`src/rtl/program_sequencer_if.sv`:
```
// program_sequencer_if: load/start/abort controls and issue outputs of program_sequencer.
//   master drives load_en, load_addr[3:0], load_data[3:0], start, abort (and step with SEQ_SINGLE_STEP_EN)
//   slave drives instruction[3:0], instr_valid, pc[3:0], busy, done, instr_count[4:0]
interface program_sequencer_if;
  logic load_en, start, abort, instr_valid, busy, done;
  logic [3:0] load_addr, load_data, instruction, pc;
  logic [4:0] instr_count;
`ifdef SEQ_SINGLE_STEP_EN
  logic step;
  modport master (output load_en, load_addr, load_data, start, abort, step,
                  input instruction, instr_valid, pc, busy, done, instr_count);
  modport slave (input load_en, load_addr, load_data, start, abort, step,
                 output instruction, instr_valid, pc, busy, done, instr_count);
`else
  modport master (output load_en, load_addr, load_data, start, abort,
                  input instruction, instr_valid, pc, busy, done, instr_count);
  modport slave (input load_en, load_addr, load_data, start, abort,
                 output instruction, instr_valid, pc, busy, done, instr_count);
`endif
endinterface

```
`src/rtl/program_sequencer.sv`:
```
// program_sequencer: 16x4 program memory stepped out to an instruction decoder, one opcode per two cycles.
//   clk, rst_n (async active-low); bus: program_sequencer_if.slave (load port, start/abort, issue outputs)
//   SEQ_SINGLE_STEP_EN adds bus.step and a WAIT_STEP state between FETCH and ISSUE.
module program_sequencer (
  input  logic clk,
  input  logic rst_n,
  program_sequencer_if.slave bus
);
  localparam logic [3:0] HALT = 4'hF, NOP = 4'hC;
  typedef enum logic [2:0] {IDLE, FETCH, WAIT_STEP, ISSUE, DONE} state_t;
  state_t state, next;
  logic [3:0] mem [16];
  logic [3:0] ir, pc, op, instruction;
  logic [4:0] cnt;
  logic instr_valid, done;
  always_ff @(posedge clk)
    if (bus.load_en && state == IDLE) mem[bus.load_addr] <= bus.load_data;
  // opcode heading for ISSUE: straight from memory in FETCH, from ir when leaving WAIT_STEP
  assign op = state == FETCH ? mem[pc] : ir;
  // HALT retires directly from fetch (or the step wait), so Done follows the last issue by two cycles
  always_comb begin
    next = state;
    case (state)
      IDLE:      next = bus.start ? FETCH : IDLE;
`ifdef SEQ_SINGLE_STEP_EN
      FETCH:     next = WAIT_STEP;
      WAIT_STEP: next = !bus.step ? WAIT_STEP : ir == HALT ? DONE : ISSUE;
`else
      FETCH:     next = op == HALT ? DONE : ISSUE;
`endif
      ISSUE:     next = pc == 4'd15 ? DONE : FETCH;
      default:   next = IDLE;
    endcase
    if (bus.abort && state != IDLE) next = IDLE;
  end
  always_ff @(posedge clk or negedge rst_n)
    if (!rst_n) begin
      state       <= IDLE;
      pc          <= '0;
      cnt         <= '0;
      ir          <= NOP;
      instruction <= NOP;
      instr_valid <= 1'b0;
      done        <= 1'b0;
    end else begin
      state       <= next;
      instr_valid <= next == ISSUE;
      instruction <= next == ISSUE ? op : NOP;
      done        <= next == DONE;
      if (state == FETCH) ir <= mem[pc];
      if (state == IDLE && bus.start) begin
        pc  <= '0;
        cnt <= '0;
      end
      if (state == ISSUE) begin
        cnt <= cnt + 5'd1;
        if (pc != 4'd15 && !bus.abort) pc <= pc + 4'd1;
      end
    end
  assign bus.instruction = instruction;
  assign bus.instr_valid = instr_valid;
  assign bus.pc          = pc;
  assign bus.busy        = state != IDLE;
  assign bus.done        = done;
  assign bus.instr_count = cnt;
endmodule

```
`src/flat_wrapper.sv`:
```
// flat-port wrapper written by rule: the top's interface ports become plain ports
module program_sequencer_flat 
  (clk, rst_n, bus_load_en, bus_load_addr, bus_load_data, bus_start, bus_abort, bus_instruction, bus_instr_valid, bus_pc, bus_busy, bus_done, bus_instr_count);
  program_sequencer_if bus_i ();
  input  logic clk;
  input  logic rst_n;
  input wire logic [$bits(bus_i.load_en)-1:0] bus_load_en;
  input wire logic [$bits(bus_i.load_addr)-1:0] bus_load_addr;
  input wire logic [$bits(bus_i.load_data)-1:0] bus_load_data;
  input wire logic [$bits(bus_i.start)-1:0] bus_start;
  input wire logic [$bits(bus_i.abort)-1:0] bus_abort;
  output wire logic [$bits(bus_i.instruction)-1:0] bus_instruction;
  output wire logic [$bits(bus_i.instr_valid)-1:0] bus_instr_valid;
  output wire logic [$bits(bus_i.pc)-1:0] bus_pc;
  output wire logic [$bits(bus_i.busy)-1:0] bus_busy;
  output wire logic [$bits(bus_i.done)-1:0] bus_done;
  output wire logic [$bits(bus_i.instr_count)-1:0] bus_instr_count;
  assign bus_i.load_en = bus_load_en;
  assign bus_i.load_addr = bus_load_addr;
  assign bus_i.load_data = bus_load_data;
  assign bus_i.start = bus_start;
  assign bus_i.abort = bus_abort;
  assign bus_instruction = bus_i.instruction;
  assign bus_instr_valid = bus_i.instr_valid;
  assign bus_pc = bus_i.pc;
  assign bus_busy = bus_i.busy;
  assign bus_done = bus_i.done;
  assign bus_instr_count = bus_i.instr_count;
  program_sequencer u_core (.clk(clk), .rst_n(rst_n), .bus(bus_i));
endmodule
```
`config.mk`:
```
export PLATFORM = sky130hd
export DESIGN_NAME = program_sequencer_flat
export DESIGN_NICKNAME = d
export VERILOG_FILES = /design/src/rtl/program_sequencer_if.sv /design/src/rtl/program_sequencer.sv /design/src/flat_wrapper.sv
export SDC_FILE = /design/constraint.sdc
export NUM_CORES = 1
export LEC_CHECK = 0
export BUFFER_PORTS_ARGS = -buffer_cell sky130_fd_sc_hd__buf_2
export CAP_MARGIN = 25
export CORE_MARGIN = 4
export CORE_UTILIZATION = 30
export DETAILED_ROUTE_END_ITERATION = 6
export GPL_ROUTABILITY_DRIVEN = 0
export GPL_TIMING_DRIVEN = 0
export PLACE_DENSITY = 0.49
export SLEW_MARGIN = 25
export SYNTH_ARGS = -nofsm -noshare
export SYNTH_HDL_FRONTEND = slang
export SYNTH_SLANG_ARGS = --single-unit
```
`constraint.sdc`:
```
create_clock -name clk -period 2.3 [get_ports clk]
set_clock_uncertainty 0.1 [all_clocks]
set_input_delay 0.115 -clock clk [delete_from_list [all_inputs] [get_ports clk]]
set_output_delay 0.115 -clock clk [all_outputs]
set_load 0.01 [all_outputs]
```
---- Yosys cells after proc, flatten, opt, wreduce, memory -nomap -nowiden ----
Memories as Yosys holds them, arrays and structs flattened.
Index checks and enable logic that the tools add are counted.
storage, ports and cells
  output and inout bits ................... 16
  input bits .............................. 13
  memories kept ........................... 1
  RAM bits ................................ 64
  logic and storage cells ................. 39
  register bits ........................... 22
memory list
  memory      depth  width  rd ports  clocked after memory_dff  write ports  RTL line                 source
  u_core.mem  16     4      1         0                         1            program_sequencer.sv:12  logic [3:0] mem [16];
cells by class
  equal/unequal tests ..................... 7
  mux-type cells .......................... 14
  add/sub/neg operators ................... 2
  reductions and logical operators ........ 8
operator list
  cell                                                                   number
  4-bit two-way mux                                                      5
  5-bit two-way mux                                                      2
  3-bit two-way mux                                                      3
  3-bit case mux with 3 select lines                                     1
  4-bit equality test, second input constant                             2
  3-bit by 2-bit equality test with 1-bit output, second input constant  2
  5-bit by 1-bit adder with 5-bit output, second input constant          1
  4-bit by 1-bit adder with 4-bit output, second input constant          1
  1-bit logical AND                                                      4
  4-bit != test, second input constant                                   1
  3-bit by 1-bit equality test with 1-bit output, second input constant  1
  3-bit equality test, second input constant                             1
  3-bit zero test                                                        1
  1-bit two-way mux                                                      3
  3-bit nonzero test                                                     1
  2-bit nonzero test                                                     1
  1-bit zero test                                                        1

---- Logic depth before layout (Yosys ltp) ----
  depth in word-level cells ............... 8
  depth in mapped cells ................... 8
  depth with buffers taken out ............ 7

---- Worst setup path before layout ----
Ideal clock, no wire load.
  kind .................................... register -> register
  start point ............................. register u_core.pc[0], in the netlist u_core.bus.pc[0]
  end point ............................... register u_core.done, in the netlist u_core.bus.done
  setup time .............................. 121 ps
  slack ................................... 214 ps
  path buffers ............................ 1
  data required time ...................... 2079 ps
  arrival ................................. 1865 ps
  cell stages (with the launch flop) ...... 8
  clock period less this slack ............ 2086 ps
  cell sequence ........................... dfrtp_1 buf_6 mux4_2 a2bb2oi_1 and3_1 o22ai_4 nor3_4 a22o_1
between the ends
  cells in the longest elaborated chain, start to end .. 7
  elaborated cells between the ends (all ways) .. 9
  classes of those cells .................. eq/ne (3); mux (5); memory (1)
RTL lines
  element                                 RTL line                 source
  start, declared                         program_sequencer.sv:13  logic [3:0] ir, pc, op, instruction;
  start signal, assigned                  program_sequencer.sv:57  if (pc != 4'd15 && !bus.abort) pc <= pc + 4'd1;
  memory read 16 x 4 bit                  n/a
  4-bit two-way mux                       n/a
  4-bit equality test                     program_sequencer.sv:29  FETCH: next = op == HALT ? DONE : ISSUE;
  3-bit two-way mux                       program_sequencer.sv:29
  3-bit case mux with 3 select lines (*)  program_sequencer.sv:23  case (state)
  3-bit two-way mux (*)                   program_sequencer.sv:34  if (bus.abort && state != IDLE) next = IDLE;
  3-bit equality test (*)                 program_sequencer.sv:49  done <= next == DONE;
  end signal, assigned                    program_sequencer.sv:44  done <= 1'b0;
  end signal, assigned                    program_sequencer.sv:49
  end, declared                           program_sequencer.sv:15  logic instr_valid, done;
Mark *: on every way between the ends. The rest lies on a longest branch, timed or not.
A chain may end at the register's enable or synchronous reset.

---- Worst setup path in the final report ----
Ends and elaborated chain as after synthesis.

==> summary.txt <==
Run status
  • Status: finished, final reports clean

Global routing
  • Met3 Use GR: 3.54%
  • Met2 usage: 14.6%
  • GRT Max-Usage Layer: met1
  • Met1 GRT Util: 15.3%
  • Largest net degree at the start of global routing: 23
  • Vias in the first global route: 1,964
  • Remaining Overflow, GRT: 0
  • GR Util All Layers: 10.5%
  • Global-route wire length before repair: 11,100 um
  • Initial antenna violation count: 0

Logic synthesis
  • Mean post-synth cell area: 14.9 um2
  • Mux share of post-synthesis cell area: 9.68%
  • Most used DFF post-synth: edfxtp_1
  • Adder-Cell Fraction of Synth Area: 0.686%
  • Post-Synth XOR/XNOR Area: 0.480%
  • Number of synthesis warnings: 0
  • Mapped cell area: 3650 um2
  • Post-synth EDFFs: 64
  • Asr flop ratio synth: 25.6%
  • Register area share after synthesis: 67.9%
  • Simple-gate share of the synthesized area: 11.4%
  • Largest family of logic cells by synthesized area: simple AND/OR/NAND/NOR gates
  • Post-synthesis cell count: 245
  • Synth Area in Compound Gates: 6.90%
  • Yosys reg bits: 86
  • Synth cell types: 44
  • Syn Nets: 260

Floorplanning
  • Die area: 14,000 um2
  • Initial Utilization: 30.5%
  • Num rows: 40
  • Die W: 118 um
  • Core footprint: 12,000 um2
  • Number of I/O pins: 29
  • Die Span Y: 118 um

STA
  • Setup Viol. Count Final: 0
  • RSZ-0062 raised after global routing: false
  • Final period utilization: 96.1%
  • Final Hold Viols: 0
  • Max Slew Vio Count: 0
  • Relative slew slack: 54.9%
  • Total Negative Setup Slacks: 0 ps
  • Final setup margin: 88.8 ps
  • Worst-Margin Slew: 671 ps
  • Post-layout min period: 2210 ps
  • Highest clock rate: 0.452 GHz

Routing
  • Via count: 2,068
  • Post-DRT Antenna Nets: 0
  • Drt drc: 0
  • Avg WL per Cell: 15.8 um
  • Drt total wl: 6980 um
  • 1st-pass router iterations: 4
  • Via/cell ratio: 4.69
  • DRT iter0 DRCs: 117

Place
  • Final HPWL DP: 4820 um
  • Cells after DPL: 420
  • Buffers on Ports: 28
  • Setup WS pre-CTS: -348 ps

Min path
  • Hold Crit Class: in2reg
  • HP Start: bus_abort

Critical path
  • Worst-path maximum fanout: 6
  • CP delay by family, top: compound AO/OA/AOI/OAI gates
  • Startpoint types: flip-flop
  • Setup CP Type: reg2reg
  • Critical path arrival: 2330 ps
  • Reg-to-reg startpoint: u_core.bus.pc[0]$_DFF_PN0_
  • Worst path max stage delay: 530 ps
  • CP Cell Sequence: buf_8, mux4_2, a2bb2oi_2, nand3_1, a41o_1, nor3_4, a22o_1
  • CP required: 2420 ps
  • Crit-path slowest cell: mux4_2
  • Reg-to-reg setup timing slack: 90 ps
  • Worst setup EP type: flip-flop
  • Critical path origin: u_core.bus.pc[0]$_DFF_PN0_
  • Buf/Inv on CP: 1

Clock network
  • Clock sinks: 86
  • Clk pin slew, worst setup/hold paths: 60 ps
  • Clock H-tree levels: 3
  • Number of CTS-inserted buffers: 9
  • Worst skew pair latency: 340 ps
  • CTS tree: done
  • Longest Clk Path Bufs: 2
  • Clock root buffer: clkbuf_16

Final layout
  • Post-Layout Cell Count: 441
  • Layout overhead on the synthesized area: 20.1%
  • Layout cells sized above 1: 27.2%
  • # diodes: 0
  • Final net count: 304
  • Final Util: 36.6%

Flow run
  • Max Cap Viol: 0

Pwr
  • Peak VDD IR: 0.428 mV
  • Leakage: 0.00157 uW
  • Power after layout: 4380 uW
  • Power per cell area: 1000 nW/um2
[placed cells by master (no fill, tap or decap), drive strengths merged, types with 3 or more instances in the layout]
| cell | count |
|---|---|
| a21oi | 3 |
| a2bb2oi | 3 |
| buf | 36 |
| clkbuf | 13 |
| clkinv | 3 |
| dfrtp | 18 |
| dfstp | 4 |
| edfxtp | 64 |
| inv | 11 |
| mux2i | 18 |
| mux4 | 7 |
| nand2 | 18 |
| nand2b | 4 |
| nand3 | 17 |
| nor2 | 20 |
| nor2b | 3 |
| nor3 | 8 |
| o21ai | 11 |
| o22a | 4 |
[final cells by class]
cell class	instances	area, um2
buffer	9	88.8
timing repair buffer	33	200
clock buffer	9	225
fill	1148	7580
multi-input combinational	143	1120
sequential	86	2480
inverter	7	26.3
tap	147	184
clock inverter	7	56.3
[power by group]
| part | total (uW) | internal (uW) | switching (uW) |
|---|---|---|---|
| sequential | 1920 | 1830 | 95.6 |
| clock | 1350 | 748 | 606 |
| combinational | 1110 | 487 | 619 |
[layer usage]
metal / share of wire [%] / vias up
li1: - / 1029
met1: 49 / 975
met2: 43 / 57
met3: 5.9 / 7
met4: 1.3 / 0
met5: 0 / -
[stage by stage]
| stage | hold slack [ps] | instance area (um2) |
|---|---|---|
| 6_report | 32.9 | 4380 |
| 5_1_grt | 43.9 | 4380 |
| 4_1_cts | 21.1 | 4290 |
| 3_5_place_dp | 18.4 | 3970 |
| 3_3_place_gp | 9.13 | 3970 |
| 2_1_floorplan | -281 | 3650 |
[tightest hold or removal path, cell delays in order]
cell and delay (ps):
buf_2 110, nor2_1 80, nand3_1 80, nand2_1 50
[Yosys cell counts (3+ instances only)]
master | count | share of area [%]
a21oi_1 | 3 | 0.41
a2bb2oi_1 | 3 | 0.72
dfrtp_1 | 18 | 12
dfstp_2 | 4 | 2.9
edfxtp_1 | 64 | 53
inv_1 | 5 | 0.51
mux2i_1 | 18 | 4.9
mux4_1 | 4 | 2.9
mux4_2 | 3 | 1.9
nand2_1 | 18 | 1.9
nand2b_1 | 4 | 0.69
nand3_1 | 17 | 2.3
nor2_1 | 20 | 2.1
nor2b_1 | 3 | 0.51
nor3_1 | 7 | 0.96
o21ai_0 | 11 | 1.5
o22a_1 | 4 | 0.96
[final timing paths]
check	end	cells after the start
setup reg to reg	u_core.bus.done$_DFF_PN0_	7
hold reg to reg	u_core.bus.instr_count[4]$_DFFE_PN0P_	2
min in group asynchronous	u_core.bus.instr_count[1]$_DFFE_PN0P_	2
hold / removal	u_core.bus.pc[1]$_DFF_PN0_	4
max in group asynchronous	u_core.bus.instruction[2]$_DFF_PN1_	2
setup / recovery	u_core.bus.done$_DFF_PN0_	7
[state kept, by name, indices dropped and copies added (netlist names)]
signal and cells:
u_core.mem 64, u_core.bus.instr_count 5, u_core.bus.instruction 4, u_core.bus.pc 4
u_core.ir 4, u_core.state 3, u_core.bus.done 1, u_core.bus.instr_valid 1
[logic make-up (layout without fill, tap and decap cells)]
kind of cell    count (synthesis)  count (layout)
mux                            25              25
xor+xnor                        2               2
buf+inv                        16              65
fa+ha+maj                       2               2
simple gates                   82              82
flops                          86              86
compound gates                 32              32
[timing repair]
item                                    4_1_cts  5_1_grt
buffers inserted                              0        2
endpoints found under the setup margin       57       32
resized for setup                             5       10
cloned                                        0        1
hold endpoints to repair                     19        0
pin swaps                                     0        2
hold buffers                                  2        0
Note: power is estimated with default switching activity, not from simulation.
